==> src/rtl/reg_bank_16x64.sv <==
// rtl/reg_bank_16x64.sv - 16x64 register bank feeding the 16:1 read mux, with a sequential clear sweep
// Define REG16_BYTE_WRITE_EN to add the WrBe byte-enable port.
module reg_bank_16x64 #(
  parameter logic [63:0] RESET_VAL = 64'h0,
  parameter bit          ZERO_R0   = 1'b1
) (
  input  logic        clk,
  input  logic        rst,
  input  logic        WrEn,
  input  logic [3:0]  WrAddr,
  input  logic [63:0] WrData,
`ifdef REG16_BYTE_WRITE_EN
  input  logic [7:0]  WrBe,
`endif
  input  logic        ClrReq,
  output logic        ClrBusy,
  output logic        ClrDone,
  output logic [63:0] Q0,
  output logic [63:0] Q1,
  output logic [63:0] Q2,
  output logic [63:0] Q3,
  output logic [63:0] Q4,
  output logic [63:0] Q5,
  output logic [63:0] Q6,
  output logic [63:0] Q7,
  output logic [63:0] Q8,
  output logic [63:0] Q9,
  output logic [63:0] Q10,
  output logic [63:0] Q11,
  output logic [63:0] Q12,
  output logic [63:0] Q13,
  output logic [63:0] Q14,
  output logic [63:0] Q15
);

  typedef enum logic [1:0] {IDLE, CLEAR, DONE} state_t;

  state_t      state_q;
  logic [3:0]  cnt_q;
  logic        busy_q;
  logic        done_q;
  logic [63:0] ent_q [16];
  logic [63:0] wmask_d;
  logic        wr_ok_d;

`ifdef REG16_BYTE_WRITE_EN
  always_comb begin
    wmask_d = '0;
    for (int b = 0; b < 8; b++) wmask_d[8*b +: 8] = {8{WrBe[b]}};
  end
`else
  always_comb wmask_d = '1;
`endif

  // Writes are dropped (not deferred) while the sweep owns the bank.
  always_comb wr_ok_d = WrEn && (state_q != CLEAR);

  always_ff @(posedge clk or posedge rst) begin
    if (rst) begin
      state_q <= IDLE;
      cnt_q   <= '0;
      busy_q  <= 1'b0;
      done_q  <= 1'b0;
    end else begin
      case (state_q)
        IDLE: begin
          done_q <= 1'b0;
          if (ClrReq) begin
            state_q <= CLEAR;
            cnt_q   <= '0;
            busy_q  <= 1'b1;
          end
        end
        CLEAR: begin
          cnt_q <= cnt_q + 4'd1;
          if (cnt_q == 4'd15) begin
            state_q <= DONE;
            busy_q  <= 1'b0;
            done_q  <= 1'b1;
          end
        end
        DONE: begin
          state_q <= IDLE;
          done_q  <= 1'b0;
        end
        default: begin
          state_q <= IDLE;
          busy_q  <= 1'b0;
          done_q  <= 1'b0;
        end
      endcase
    end
  end

  always_ff @(posedge clk or posedge rst) begin
    if (rst) begin
      for (int i = 0; i < 16; i++) ent_q[i] <= (ZERO_R0 && i == 0) ? 64'h0 : RESET_VAL;
    end else begin
      for (int i = 0; i < 16; i++) begin
        if (ZERO_R0 && i == 0)
          ent_q[i] <= 64'h0;
        else if (state_q == CLEAR && cnt_q == 4'(i))
          ent_q[i] <= RESET_VAL;
        else if (wr_ok_d && WrAddr == 4'(i))
          ent_q[i] <= (ent_q[i] & ~wmask_d) | (WrData & wmask_d);
      end
    end
  end

  assign ClrBusy = busy_q;
  assign ClrDone = done_q;

  assign Q0  = ZERO_R0 ? 64'h0 : ent_q[0];
  assign Q1  = ent_q[1];
  assign Q2  = ent_q[2];
  assign Q3  = ent_q[3];
  assign Q4  = ent_q[4];
  assign Q5  = ent_q[5];
  assign Q6  = ent_q[6];
  assign Q7  = ent_q[7];
  assign Q8  = ent_q[8];
  assign Q9  = ent_q[9];
  assign Q10 = ent_q[10];
  assign Q11 = ent_q[11];
  assign Q12 = ent_q[12];
  assign Q13 = ent_q[13];
  assign Q14 = ent_q[14];
  assign Q15 = ent_q[15];

endmodule

==> config.mk <==
export PLATFORM = sky130hd
export DESIGN_NAME = reg_bank_16x64
export DESIGN_NICKNAME = d
export VERILOG_FILES = /design/src/rtl/reg_bank_16x64.sv
export SDC_FILE = /design/constraint.sdc
export NUM_CORES = 2
export LEC_CHECK = 0
export BUFFER_PORTS_ARGS = -buffer_cell sky130_fd_sc_hd__buf_2
export CAP_MARGIN = 10
export CORE_AREA = 4 4 421 423
export DETAILED_ROUTE_END_ITERATION = 6
export DIE_AREA = 0 0 425 427
export GPL_ROUTABILITY_DRIVEN = 0
export GPL_TIMING_DRIVEN = 0
export PLACE_DENSITY_LB_ADDON = 0.1
export SLEW_MARGIN = 20
export SYNTH_ARGS = -nofsm -noshare
export SYNTH_HDL_FRONTEND = slang
export SYNTH_SLANG_ARGS = --single-unit
==> constraint.sdc <==
create_clock -name clk -period 33.2 [get_ports clk]
set_clock_uncertainty 0.15 [all_clocks]
set_input_delay 4.98 -clock clk [delete_from_list [all_inputs] [get_ports clk]]
set_output_delay 4.98 -clock clk [all_outputs]
set_load 0.02 [all_outputs]
==> impl_metrics.prom <==
# TYPE chip_impl_metric gauge
chip_impl_info{name="run_status",value="complete, no violations"} 1
chip_impl_metric{name="register_to_register_path_depth",unit=""} 8
chip_impl_metric{name="routed_wl_met2",unit="mm"} 116
chip_impl_metric{name="ys_types",unit=""} 39
chip_impl_metric{name="total_power",unit="mW"} 5.89
chip_impl_metric{name="p_seq_share",unit="%"} 32.1
chip_impl_info{name="rr_endpoint",value="Q8[18]"} 1
chip_impl_metric{name="worst_reg2reg_setup_slack",unit="ps"} 29900
chip_impl_metric{name="internal_power",unit="mW"} 3.11
chip_impl_metric{name="netlist_area",unit="mm^2"} 0.0417
chip_impl_metric{name="core_area",unit="mm^2"} 0.173
chip_impl_metric{name="maxCapViolCount",unit=""} 0
chip_impl_info{name="rsz0062_at_grt",value="no"} 1
chip_impl_metric{name="grt_antenna_before_repair",unit=""} 28
chip_impl_metric{name="setup_ws",unit="ps"} 26010
chip_impl_info{name="holdPathEnd",value="ClrDone"} 1
chip_impl_metric{name="met3_length",unit="mm"} 13.8
chip_impl_metric{name="detailedPlacementHpwl",unit="mm"} 171
chip_impl_metric{name="dp_cells",unit=""} 6907
chip_impl_info{name="mostFrequentLayoutCell",value="sky130_fd_sc_hd__buf_2"} 1
chip_impl_metric{name="worst_pin_slew",unit="ps"} 1250
chip_impl_metric{name="first_global_vias",unit=""} 34700
chip_impl_info{name="holdCritStartpoint",value="ClrDone"} 1
chip_impl_metric{name="max_slew_margin",unit="%"} 16.9
chip_impl_metric{name="share_clk_of_total_power",unit="%"} 22.9
chip_impl_metric{name="via_count",unit=""} 33600
chip_impl_metric{name="drt-wirelength-per-cell",unit="um"} 32.2
chip_impl_info{name="clockRootBuffer",value="sky130_fd_sc_hd__clkbuf_16"} 1
chip_impl_metric{name="rows",unit=""} 153
chip_impl_metric{name="cts.hold.buffers_added",unit=""} 0
chip_impl_info{name="worst_reg2reg_path_startpoint",value="cnt_q[0]"} 1
chip_impl_metric{name="netlist_instances",unit=""} 3468
chip_impl_metric{name="period_minus_slack",unit="ps"} 7190
chip_impl_metric{name="ctsResizeCount",unit=""} 0
chip_impl_metric{name="route.detailed.drc",unit=""} 0
chip_impl_metric{name="met1_wire_length",unit="mm"} 91.1
chip_impl_metric{name="gr-total-overflow",unit=""} 0
chip_impl_info{name="synth_flop_cell",value="sky130_fd_sc_hd__dfrtp_1"} 1
chip_impl_metric{name="drt_pass1_iterations",unit=""} 5
chip_impl_metric{name="yosys_register_bits",unit=""} 968
chip_impl_metric{name="timing.hold.ws",unit="ps"} 384
chip_impl_metric{name="io_buffer_count",unit=""} 1033
chip_impl_info{name="timing.hold.worst.class",value="reg -> reg"} 1
chip_impl_metric{name="die_y",unit="um"} 427
chip_impl_metric{name="power_per_cell_area",unit="mW/mm^2"} 108
chip_impl_metric{name="p_leak",unit="nW"} 32.9
chip_impl_metric{name="start_util",unit="%"} 24.0
chip_impl_metric{name="cp_data_required_time",unit="ps"} 33920
chip_impl_metric{name="area_growth",unit="%"} 30.8
chip_impl_metric{name="cts.htree.levels",unit=""} 3
chip_impl_info{name="cp_endpoint_kind",value="async pin"} 1
chip_impl_info{name="timing.setup.critical_path_class",value="in -> async"} 1
chip_impl_info{name="layout_common_cells",value="sky130_fd_sc_hd__buf_2 (1,096), sky130_fd_sc_hd__dfrtp_1 (968), sky130_fd_sc_hd__mux2i_1 (960)"} 1
chip_impl_metric{name="clock.fmax",unit="GHz"} 0.139
chip_impl_metric{name="syn-mean-instance-area",unit="um^2"} 12.0
chip_impl_metric{name="preCtsSetupSlack",unit="ps"} 25140
chip_impl_metric{name="maximum_number_of_pins_on_one_net_before_global_route_repair",unit=""} 94
chip_impl_metric{name="layout.nets",unit=""} 4778
chip_impl_metric{name="cts-buffers-inserted",unit=""} 118
chip_impl_metric{name="report.final.hold_viol_count",unit=""} 0
chip_impl_metric{name="final_max_slew_viol_count",unit=""} 0
chip_impl_metric{name="route.final.wire_length",unit="mm"} 230
chip_impl_metric{name="share_of_layout_cells_above_drive_strength_1",unit="%"} 30.8
chip_impl_metric{name="synth_seq_area_share",unit="%"} 58.1
chip_impl_metric{name="cts_sinks",unit=""} 968
chip_impl_metric{name="finalNonFillerCells",unit=""} 7144
chip_impl_metric{name="grt_first_pass_wirelength",unit="mm"} 311
chip_impl_info{name="synth_area_leader_cell",value="sky130_fd_sc_hd__dfrtp_1"} 1
chip_impl_info{name="timing.critical_path.from_type",value="input port"} 1
chip_impl_metric{name="route.antenna.remaining_nets",unit=""} 0
chip_impl_metric{name="dieWidth",unit="um"} 425
chip_impl_metric{name="synth-edff-count",unit=""} 0
chip_impl_metric{name="clock_latency",unit="ps"} 740
chip_impl_info{name="synth_top_cells_by_area",value="sky130_fd_sc_hd__dfrtp_1 (58%), sky130_fd_sc_hd__mux2i_1 (23%), sky130_fd_sc_hd__o21ai_0 (9.9%), sky130_fd_sc_hd__buf_4 (2.2%), sky130_fd_sc_hd__clkbuf_1 (2.1%)"} 1
chip_impl_metric{name="design.die.area",unit="mm^2"} 0.181
chip_impl_metric{name="net_sw_share",unit="%"} 47.3
chip_impl_metric{name="design.portCount",unit=""} 1098
chip_impl_metric{name="timing.final.setup_violations",unit=""} 0
chip_impl_metric{name="final_min_period_over_clock_period",unit="%"} 21.6
chip_impl_metric{name="post_cts.repair.setup_buffers",unit=""} 0
chip_impl_metric{name="cp_max_fo",unit=""} 93
chip_impl_metric{name="cp.arrival",unit="ps"} 7900
chip_impl_metric{name="grt_usage",unit="%"} 24.6
chip_impl_metric{name="irDropWorstVdd",unit="mV"} 0.0544
chip_impl_metric{name="yosysWarnings",unit=""} 0
chip_impl_metric{name="hold-path-cell-count",unit=""} 1
chip_impl_metric{name="synth_async_sr_flop_share",unit="%"} 100
chip_impl_metric{name="clk_pin_slew",unit="ps"} 60
chip_impl_metric{name="ctsLongestPathBuffers",unit=""} 3
chip_impl_info{name="tritoncts",value="yes"} 1
chip_impl_metric{name="drt_iter0_drc",unit=""} 2437
chip_impl_info{name="critPathLaunch",value="rst"} 1
chip_impl_metric{name="relative_contribution_of_combinational_cells_to_total_power",unit="%"} 45.0
chip_impl_metric{name="total_switching_power",unit="mW"} 2.79
chip_impl_metric{name="viasPerCell",unit=""} 4.70
chip_impl_info{name="routed.top_layer",value="met5"} 1
chip_impl_metric{name="setup_total_negative_slack",unit="ps"} 0
chip_impl_metric{name="synth.top_cell.area_share",unit="%"} 58.1
-- kinds of logic after synthesis --
group	after synthesis	synth area share, %
other	1	0.00900
AO/OA/AOI/OAI	970	11.7
AND/OR/NAND/NOR	40	0.607
multiplexers	961	23.1
flip-flops	968	58.1
adder cells (fa/ha/maj)	4	0.120
buffers and inverters	524	6.31
-- critical path, stage by stage --
cell and delay [ps]:
sky130_fd_sc_hd__buf_2 130, sky130_fd_sc_hd__inv_8 440, sky130_fd_sc_hd__buf_16 410, sky130_fd_sc_hd__buf_16 410, sky130_fd_sc_hd__buf_16 330, sky130_fd_sc_hd__buf_16 300
sky130_fd_sc_hd__buf_16 410
-- layout make-up --
cell class                 count  area (um^2)
fill                       18200       119000
multi-input combinational   2039        15100
inverter                      73          282
buffer                       451         2400
clock buffer                 190         3570
timing repair buffer        1051         5640
antenna                       15         37.5
clock inverter                32          397
sequential                   968        24200
tap                         2325         2910
-- worst max path at each step --
| stage | end | slack [ps] |
|---|---|---|
| after floorplan | ClrBusy | 840 |
| after global placement | Q6[23] | -15220 |
| after detailed placement | Q6[23] | 25140 |
| after CTS | Q7[29] | 25990 |
| after global routing | Q7[29] | 25650 |
| final | Q3[22] | 26010 |
-- through the flow --
step | area [um^2] | utilization, %
after floorplan | 41900 | -
after global placement | 50000 | 28.8
after detailed placement | 50500 | 29.1
final | 54500 | 31.4
after CTS | 54500 | 31.4
after global routing | 54500 | 31.4
-- Yosys cell counts, types with 3 or more instances --
cell / count
sky130_fd_sc_hd__o21ai_1: 134
sky130_fd_sc_hd__buf_6: 16
sky130_fd_sc_hd__nand3_1: 9
sky130_fd_sc_hd__clkbuf_2: 5
sky130_fd_sc_hd__o21ai_2: 4
sky130_fd_sc_hd__nand2_1: 4
sky130_fd_sc_hd__nor2b_1: 3
sky130_fd_sc_hd__dfrtp_1: 968
sky130_fd_sc_hd__buf_4: 122
sky130_fd_sc_hd__mux2i_1: 960
sky130_fd_sc_hd__inv_1: 71
sky130_fd_sc_hd__clkbuf_1: 229
sky130_fd_sc_hd__o21ai_0: 824
sky130_fd_sc_hd__nor2_1: 4
sky130_fd_sc_hd__nand4_1: 6
sky130_fd_sc_hd__ha_1: 4
sky130_fd_sc_hd__buf_1: 16
sky130_fd_sc_hd__buf_2: 63
-- power by group through the flow --
stage	sequential (mW)	clock, mW	combinational, mW
finish	1.89	1.35	2.65
global route	1.95	1.43	2.82
CTS	1.89	1.38	2.71
detailed placement	1.90	0	2.70
global placement	1.91	0	2.68
floorplan	2.45	0	0.780
-- metal layers --
layer | track usage (%) | vias to the layer above
met4 | 9.11 | 2
li1 | - | 14600
met1 | 29.6 | 17600
met3 | 5.02 | 274
met2 | 43.1 | 1135
met5 | 0 | -
No activity file was read; power rests on OpenSTA's default activity.
